`src/rtl/nfc_irq_pkg.sv`:
```
// Shared register map, field positions and widths for the NFC IRQ conditioner.
package nfc_irq_pkg;

    localparam logic [7:0] ADDR_CTRL     = 8'h00;
    localparam logic [7:0] ADDR_STATUS   = 8'h04;
    localparam logic [7:0] ADDR_TMO_LOAD = 8'h08;
    localparam logic [7:0] ADDR_EDGE_CNT = 8'h0C;

    localparam int CTRL_EN     = 0;
    localparam int CTRL_IE_IRQ = 1;
    localparam int CTRL_IE_TMO = 2;
    localparam int CTRL_ARM    = 3;
    localparam int CTRL_LVL    = 4;

    localparam int ST_IRQ_PEND = 0;
    localparam int ST_TMO_PEND = 1;
    localparam int ST_LEVEL    = 2;
    localparam int ST_ARMED    = 3;

    localparam int EDGE_CNT_W = 16;
    localparam int FILT_CNT_W = 8;

    // Word index of a byte address; the two low address bits are don't-care.
    function automatic logic [5:0] word_of(input logic [7:0] addr);
        return addr[7:2];
    endfunction

endpackage

```
`src/rtl/nfc_irq_filter.sv`:
```
// Two-flop synchroniser plus stability filter for the active-low NFC IRQ pin.
module nfc_irq_filter
    import nfc_irq_pkg::*;
#(
    parameter int FILT_CYC = 8
) (
    input  logic pclk,
    input  logic nreset,
    input  logic irq_pin,
    output logic level,
    output logic fall,
    output logic rise
);

    logic                  sync_p0;
    logic                  sync_p1;
    logic [FILT_CNT_W-1:0] cnt;
    logic                  hit;

    // The level flips on the same edge that the counter would reach FILT_CYC.
    assign hit  = (sync_p1 != level) && (cnt == FILT_CNT_W'(FILT_CYC - 1));
    assign fall = hit & level;
    assign rise = hit & ~level;

    always_ff @(posedge pclk) begin
        if (!nreset) begin
            sync_p0 <= 1'b1;
            sync_p1 <= 1'b1;
            level   <= 1'b1;
            cnt     <= '0;
        end else begin
            sync_p0 <= irq_pin;
            sync_p1 <= sync_p0;
            if (sync_p1 == level) begin
                cnt <= '0;
            end else if (hit) begin
                level <= sync_p1;
                cnt   <= '0;
            end else begin
                cnt <= cnt + FILT_CNT_W'(1);
            end
        end
    end

endmodule

```
`src/rtl/nfc_irq_ctrl.sv`:
```
// APB3 interrupt conditioner for the NFC IRQ line: status, timeout timer, fabint.
// Optional level-sensitive IRQ_PEND mode is built when NFC_IRQ_LEVEL_MODE_EN is defined.
module nfc_irq_ctrl
    import nfc_irq_pkg::*;
#(
    parameter int FILT_CYC = 8,
    parameter int TMO_W    = 24
) (
    input  logic        pclk,
    input  logic        nreset,
    input  logic        psel,
    input  logic        penable,
    input  logic        pwrite,
    input  logic [7:0]  paddr,
    input  logic [31:0] pwdata,
    output logic [31:0] prdata,
    output logic        pready,
    output logic        pslverr,
    input  logic        irq_pin,
    output logic        fabint
);

    logic                  en, ie_irq, ie_tmo, lvl;
    logic                  irq_pend, tmo_pend, armed;
    logic [TMO_W-1:0]      tmo_load, tmo_cnt;
    logic [EDGE_CNT_W-1:0] edge_cnt;
    logic                  level, fall, rise;
    logic [5:0]            widx;
    logic                  addr_ok, acc, wr;
    logic                  wr_ctrl, wr_status, wr_tmo, wr_edge;
    logic                  arm_wr, edge_ev, tmo_exp, lvl_act;
    logic                  unused_bits;

    nfc_irq_filter #(.FILT_CYC(FILT_CYC)) u_filter (
        .pclk    (pclk),
        .nreset  (nreset),
        .irq_pin (irq_pin),
        .level   (level),
        .fall    (fall),
        .rise    (rise)
    );

    assign widx      = paddr[7:2];
    assign addr_ok   = widx <= word_of(ADDR_EDGE_CNT);
    assign acc       = psel & penable;
    assign wr        = acc & pwrite & addr_ok;
    assign pready    = 1'b1;
    assign pslverr   = acc & ~addr_ok;
    assign wr_ctrl   = wr & (widx == word_of(ADDR_CTRL));
    assign wr_status = wr & (widx == word_of(ADDR_STATUS));
    assign wr_tmo    = wr & (widx == word_of(ADDR_TMO_LOAD));
    assign wr_edge   = wr & (widx == word_of(ADDR_EDGE_CNT));

    assign arm_wr  = wr_ctrl & pwdata[CTRL_ARM] & en;
    assign edge_ev = en & fall;
    // An edge or a re-arm in the same cycle pre-empts expiry.
    assign tmo_exp = en & armed & ~arm_wr & ~fall & (tmo_cnt == '0);
    assign lvl_act = en & lvl;

    assign unused_bits = ^{paddr[1:0], pwdata};

`ifdef NFC_IRQ_LEVEL_MODE_EN
    always_ff @(posedge pclk) begin
        if (!nreset)      lvl <= 1'b0;
        else if (wr_ctrl) lvl <= pwdata[CTRL_LVL];
    end
`else
    assign lvl = 1'b0;
`endif

    always_comb begin
        prdata = '0;
        if (psel && addr_ok) begin
            case (widx)
                word_of(ADDR_CTRL): begin
                    prdata[CTRL_EN]     = en;
                    prdata[CTRL_IE_IRQ] = ie_irq;
                    prdata[CTRL_IE_TMO] = ie_tmo;
                    prdata[CTRL_LVL]    = lvl;
                end
                word_of(ADDR_STATUS): begin
                    prdata[ST_IRQ_PEND] = irq_pend;
                    prdata[ST_TMO_PEND] = tmo_pend;
                    prdata[ST_LEVEL]    = level;
                    prdata[ST_ARMED]    = armed;
                end
                word_of(ADDR_TMO_LOAD): prdata[TMO_W-1:0]      = tmo_load;
                default:                prdata[EDGE_CNT_W-1:0] = edge_cnt;
            endcase
        end
    end

    always_ff @(posedge pclk) begin
        if (!nreset) begin
            en       <= 1'b0;
            ie_irq   <= 1'b0;
            ie_tmo   <= 1'b0;
            irq_pend <= 1'b0;
            tmo_pend <= 1'b0;
            armed    <= 1'b0;
            tmo_load <= '0;
            tmo_cnt  <= '0;
            edge_cnt <= '0;
            fabint   <= 1'b0;
        end else begin
            if (wr_ctrl) begin
                en     <= pwdata[CTRL_EN];
                ie_irq <= pwdata[CTRL_IE_IRQ];
                ie_tmo <= pwdata[CTRL_IE_TMO];
            end
            if (wr_tmo) tmo_load <= pwdata[TMO_W-1:0];

            // Level mode tracks the filter's next level so it aligns with edge mode.
            if (lvl_act) irq_pend <= fall | (~rise & ~level);
            else         irq_pend <= edge_ev | (irq_pend & ~(wr_status & pwdata[ST_IRQ_PEND]));
            tmo_pend <= tmo_exp | (tmo_pend & ~(wr_status & pwdata[ST_TMO_PEND]));

            if (wr_edge)      edge_cnt <= EDGE_CNT_W'(edge_ev);
            else if (edge_ev) edge_cnt <= edge_cnt + EDGE_CNT_W'(1);

            if (!en) begin
                armed <= 1'b0;
            end else if (arm_wr) begin
                tmo_cnt <= tmo_load;
                armed   <= 1'b1;
            end else if (fall) begin
                armed <= 1'b0;
            end else if (armed) begin
                if (tmo_cnt == '0) armed   <= 1'b0;
                else               tmo_cnt <= tmo_cnt - TMO_W'(1);
            end

            fabint <= en & ((irq_pend & ie_irq) | (tmo_pend & ie_tmo));
        end
    end

endmodule

```
`config.mk`:
```
export PLATFORM = sky130hd
export DESIGN_NAME = nfc_irq_ctrl
export DESIGN_NICKNAME = d
export VERILOG_FILES = /design/src/rtl/nfc_irq_pkg.sv /design/src/rtl/nfc_irq_filter.sv /design/src/rtl/nfc_irq_ctrl.sv
export SDC_FILE = /design/constraint.sdc
export NUM_CORES = 1
export LEC_CHECK = 0
export ABC_AREA = 1
export CAP_MARGIN = 20
export CORE_ASPECT_RATIO = 2
export CORE_UTILIZATION = 35
export DETAILED_ROUTE_END_ITERATION = 8
export MAX_ROUTING_LAYER = met4
export PLACE_DENSITY = 0.63
export REMOVE_ABC_BUFFERS = 1
export SYNTH_ARGS = -nofsm -noshare
export SYNTH_HDL_FRONTEND = slang
export SYNTH_SLANG_ARGS = --single-unit
```
`constraint.sdc`:
```
create_clock -name pclk -period 1.73 [get_ports pclk]
set_input_delay 0.346 -clock pclk [delete_from_list [all_inputs] [get_ports pclk]]
set_output_delay 0.346 -clock pclk [all_outputs]
set_load 0.05 [all_outputs]
```
== After elaboration in Yosys (flattened, before gate mapping) ==
Index checks and enable logic that the tools add are counted.
Storage, ports and cells
  logic and storage cells: 88
  output and inout port bits: 35
  flip-flop bits (word level): 82
  input port bits: 46
Cells by class
  bitwise operators: 33
  add/sub/neg operators: 3
  equal/unequal tests: 8
  order comparisons: 1
  muxes and demuxes: 16
  reductions and logical operators: 12
Operators with widths (number)
  $mux W24: 5
  $logic_not A24 Y1: 1
  $sub A24 B1 Y24 const B: 1
  $and A1 B1 Y1: 23
  $pmux W11 S2: 1
  $add A16 B1 Y16 const B: 1
  $eq A6 B2 Y1 const B: 2
  $pmux W3 S3: 1
  $add A8 B1 Y8 const B: 1
  $eq A8 B3 Y1 const B: 1
  $mux W8: 1
  $not A1 Y1: 7
  $eq A6 B1 Y1 const B: 1
  $le A6 B2 Y1 const B: 1
  $logic_not A6 Y1: 1
  $mux W1: 6
  $reduce_and A2 Y1: 2
  $reduce_and A4 Y1: 1
  $reduce_bool A2 Y1: 2
  $reduce_or A2 Y1: 2
  $or A1 B1 Y1: 3
  $pmux W1 S3: 1
  $reduce_or A3 Y1: 1
  $logic_and A1 B1 Y1: 2
  5 further kinds: 5

== Logic depth before layout (Yosys ltp) ==
  depth after elaboration: 11
  gate-level depth with buffers: 13
  mapped depth without buffers: 13

== By module ==
Synthesis repeated with hierarchy kept, for this count alone.
Unflattened totals
  cell total of the unflattened synthesis: 790
  area, all modules: 5176.2 µm²
By module, submodules not included
  nfc_irq_ctrl: cells each 711, sequential area each 1421.4 µm², area each 4543.1 µm², instances 1
  nfc_irq_filter: cells each 79, sequential area each 220.2 µm², area each 633.1 µm², instances 1

== Least setup slack after synthesis ==
Ideal clock, no wire load.
  path kind: input-to-output
  from: input paddr[5]
  to: output prdata[16]
  required time: 1384 ps
  stages: 6
  setup slack: -865 ps
  buffers on the path: 1
  arrival: 2249 ps
  cells stage by stage: nor2_2 > nand2_2 > nor3_4 > inv_2 > buf_1 > nor3_1
On the way
  cells in the longest elaborated chain, start to end: 3
  elaborated cells between the ends (all ways): 5
  classes of those cells: order compare (1); eq/ne (1); mux (2); reduce/logical (1)
Ends and longest elaborated chain
  from (decl): line nfc_irq_ctrl.sv:14  | input logic [7:0] paddr,
  $le A6 B2 Y1 / $eq A6 B2 Y1 (equally long branches): line nfc_irq_ctrl.sv:44, nfc_irq_ctrl.sv:74
  $logic_and A1 B1 Y1 / $mux W8 (equally long branches): line nfc_irq_ctrl.sv:73, nfc_irq_ctrl.sv:74
  $mux W24 *: line nfc_irq_ctrl.sv:73  | if (psel && addr_ok) begin
  to (decl): line nfc_irq_ctrl.sv:16  | output logic [31:0] prdata,
Mark *: on every way between the ends. The rest lies on a longest branch, timed or not.

== Final worst setup path ==
  from: input paddr[4]
  to: output prdata[0]
On the way
  cells in the longest elaborated chain, start to end: 3
  elaborated cells between the ends (all ways): 7
  classes of those cells: order compare (1); eq/ne (2); mux (2); reduce/logical (2)
Ends and longest elaborated chain
  $le A6 B2 Y1 (tied with other cells): line nfc_irq_ctrl.sv:44  | assign addr_ok = widx <= word_of(ADDR_EDGE_CNT);
  $logic_and A1 B1 Y1 / $pmux W3 S3 (equally long branches): line nfc_irq_ctrl.sv:73, nfc_irq_ctrl.sv:74
  $mux W24 *: line nfc_irq_ctrl.sv:73
Marked as above.

==> results.yml <==
run_status:
  status: "complete, but fails checks"
  violations: "design-rule violations, negative setup slack"
clock_tree:
  clock-root-buffer: "clkbuf_16"
  cts_sinks: 82
  cts-htree-levels: 3
  clk_pin_slew_ns: 0.06
  cts_hold_buf: 0
  cts_tree: "built"
  clkLatencyLatePin_ns: 0.34
  clock_path_buffers: 2
  numCtsBuffers: 9
logic_synthesis:
  ys_types: 37
  syn_area_sq_um: 4820
  syn_inst: 752
  synth-seq-cells: 82
  synth_seq_area_share: 0.341
  synth-warning-count: 0
  synth.avg_cell_area_sq_um: 6.41
pwr:
  switching_power_mw: 1.03
  power_density_nw_per_um2: 571
  vdd_drop_max_uv: 427
  p_seq_frac: 0.435
  p_int_mw: 3.32
  sw_frac_of_total: 0.237
  p_total_mw: 4.35
  clkPwrFrac: 0.484
  power_frac_comb: 0.081
  p_leak_nw: 3.31
die:
  rows: 60
  start_util: 0.358
  die-area_sq_um: 14300
  die_h_um: 168
  io_pins: 81
  fp.dieW_um: 85.0
  core_area_sq_um: 13400
finish:
  fin_nets: 951
  num_antenna_cells: 0
  drive_gt1_frac: 0.289
  final_util: 0.566
  syn_to_final_growth_pct: 58.0
  fill_cells: 1202
sta:
  slew_viol_final: 0
  final-setup-viol-count: 24
  period_share: 1.13
  finalSetupTns_ns: -3.34
  rsz0062_at_grt: "yes"
  hold_viol: 0
  fin_ws_ns: -0.220
  hold_ws_ns: 0.431
  max_freq_ghz: 0.513
  fin_worst_skew_ns: 0.00653
  min_period_ns: 1.95
drt:
  vias: 5570
  routedWlPerCell_um: 16.1
  viasPerCell: 5.24
  first_pass_iters: 7
  drc: 3
  drt-total-wl_mm: 17.1
  drt.antenna.violating_nets: 0
  detail_route.iter0.violations: 291
grt:
  grt_pass1_vias: 5498
  grt_antenna_before_repair: 0
  grt_overflow: 0
  grt_max_degree: 22
  grt_pass1_wl_mm: 26.2
  grtUsageTotal: 0.244
place:
  place_congestion: 0.958
  dp_hpwl_mm: 12.5
  io_buffers: 61
worst_setup_path:
  startpoint_type: "input pin"
  critPathRequiredTime_ns: 1.38
  setup.worst_path.end_class: "output pin"
  arrival_ns: 1.60
  path_max_fanout: 5
  path_class: "input pin to output pin"
run:
  cap_violations: 0
min_path:
  hold_path_class: "flop to flop"
==> power groups by stage <==
stage	combinational, mW	sequential, mW	clock, mW
CTS	0.338	1.89	2.12
global route	0.370	1.89	2.19
detailed placement	0.313	1.93	0
global placement	0.313	1.93	0
finish	0.352	1.89	2.10
floorplan	0.108	1.93	0
==> layout make-up <==
cell class | count | area (sq um) | area share
clock buffers | 10 | 229 | 0.0301
clock inverters | 6 | 90.1 | 0.0118
inverters | 75 | 292 | 0.0383
multi-input cells | 564 | 3250 | 0.427
flip-flops and latches | 82 | 1650 | 0.216
well taps | 155 | 194 | 0.0255
repair buffers | 170 | 1910 | 0.251
==> per-stage QoR <==
step           instances  setup WS, ns  cell area, sq um
2_1_floorplan        721        -0.924              4610
3_3_place_gp        1032        -0.692              6500
3_5_place_dp        1032        -0.684              6500
4_1_cts             1055        -0.235              7320
5_1_grt             1062        -0.247              7610
6_report            1062        -0.220              7610
==> worst max-delay path: stages <==
cell	delay, ns
buf_6	0.09
nor2_4	0.17
nand2_4	0.11
nor3_4	0.18
buf_6	0.15
buf_6	0.13
nand2_4	0.05
a31oi_4	0.21
buf_12	0.16
==> placed cells by master (no fill, tap or decap), drive strengths merged <==
| master | n |
|---|---|
| clkdlybuf4s15 | 1 |
| a211oi | 1 |
| xor2 | 7 |
| inv | 76 |
| nor3 | 19 |
| o21ai | 58 |
| o21a | 1 |
| bufinv | 2 |
| nand3b | 4 |
| nor2 | 111 |
| nand4 | 26 |
| clkdlybuf4s50 | 28 |
| clkinvlp | 1 |
| xnor2 | 5 |
| or2 | 4 |
| conb | 9 |
| a31oi | 4 |
| o211ai | 1 |
| a21oi | 67 |
| ha | 3 |
| dlygate4sd2 | 1 |
| buf | 137 |
| clkinv | 2 |
| clkbuf | 13 |
| nor3b | 1 |
| dfxtp | 82 |
| nand3 | 64 |
| nand2 | 179 |
==> synth_stat cells <==
cell type	n	area, sq um
xor2_1	7	61.3
o211ai_1	1	7.51
nor3b_1	1	7.51
a211oi_1	1	7.51
or2_2	3	18.8
buf_12	2	40.0
nand4_4	1	21.3
nand3b_4	1	20.0
o21ai_0	53	265
ha_1	3	37.5
nand3_2	1	10.0
nand2_1	174	653
nand2_2	4	25.0
inv_2	5	18.8
o21ai_1	5	25.0
nor2_1	103	387
conb_1	2	7.51
nor2_2	7	43.8
nor3_4	2	32.5
inv_1	70	263
buf_4	13	97.6
nand3_1	63	315
nand4_1	23	144
buf_2	6	30.0
or2_0	1	6.26
clkbuf_1	15	56.3
xnor2_1	5	43.8
nand3b_1	3	22.5
buf_1	2	7.51
nor2_4	1	11.3
a21oi_1	67	335
nand4_2	2	25.0
nand2_4	1	11.3
o21a_1	1	7.51
a31oi_1	4	25.0
dfxtp_1	82	1640
nor3_1	17	85.1
==> metal layers <==
layer | vias up | part of all wire | GRT usage
li1 | 2739 | - | -
met1 | 2581 | 0.34 | 0.223
met2 | 173 | 0.56 | 0.457
met3 | 77 | 0.033 | 0.0260
met4 | 0 | 0.062 | 0.173
met5 | - | 0 | -
==> repair_timing <==
item / CTS / global route
pin swaps: 21 / 30
cloned: 1 / 2
gates resized for setup: 128 / 66
buffers inserted: 6 / 6
endpoints found under the setup margin: 83 / 59
==> logic make-up after synthesis <==
kind of cell	count (synthesis)	synth area share
simple gates	408	0.382
other cells	2	0.00156
fa+ha+maj	3	0.00779
flops	82	0.341
buf+inv	113	0.106
xor+xnor	12	0.0218
compound gates	132	0.140
==> registers in the layout, indices dropped and copies added, names as in the netlist <==
signal,count
en,1
armed,1
tmo_cnt,24
u_filter.sync_p1,1
fabint,1
u_filter.sync_p0,1
irq_pend,1
u_filter.level,1
ie_irq,1
u_filter.cnt,8
tmo_load,24
edge_cnt,16
ie_tmo,1
tmo_pend,1
==> path summary, 6_finish.rpt <==
| kind | slack, ns | end | start | cells past startpoint |
|---|---|---|---|---|
| setup / recovery | -0.22 | prdata[0] | paddr[4] | 9 |
| hold / removal | 0.43 | u_filter.sync_p1 | u_filter.sync_p0 | 1 |
| setup reg to reg | 0.05 | edge_cnt[9] | u_filter.cnt[1] | 12 |
| hold reg to reg | 0.43 | u_filter.sync_p1 | u_filter.sync_p0 | 1 |
(Power assumes the default switching activity.)
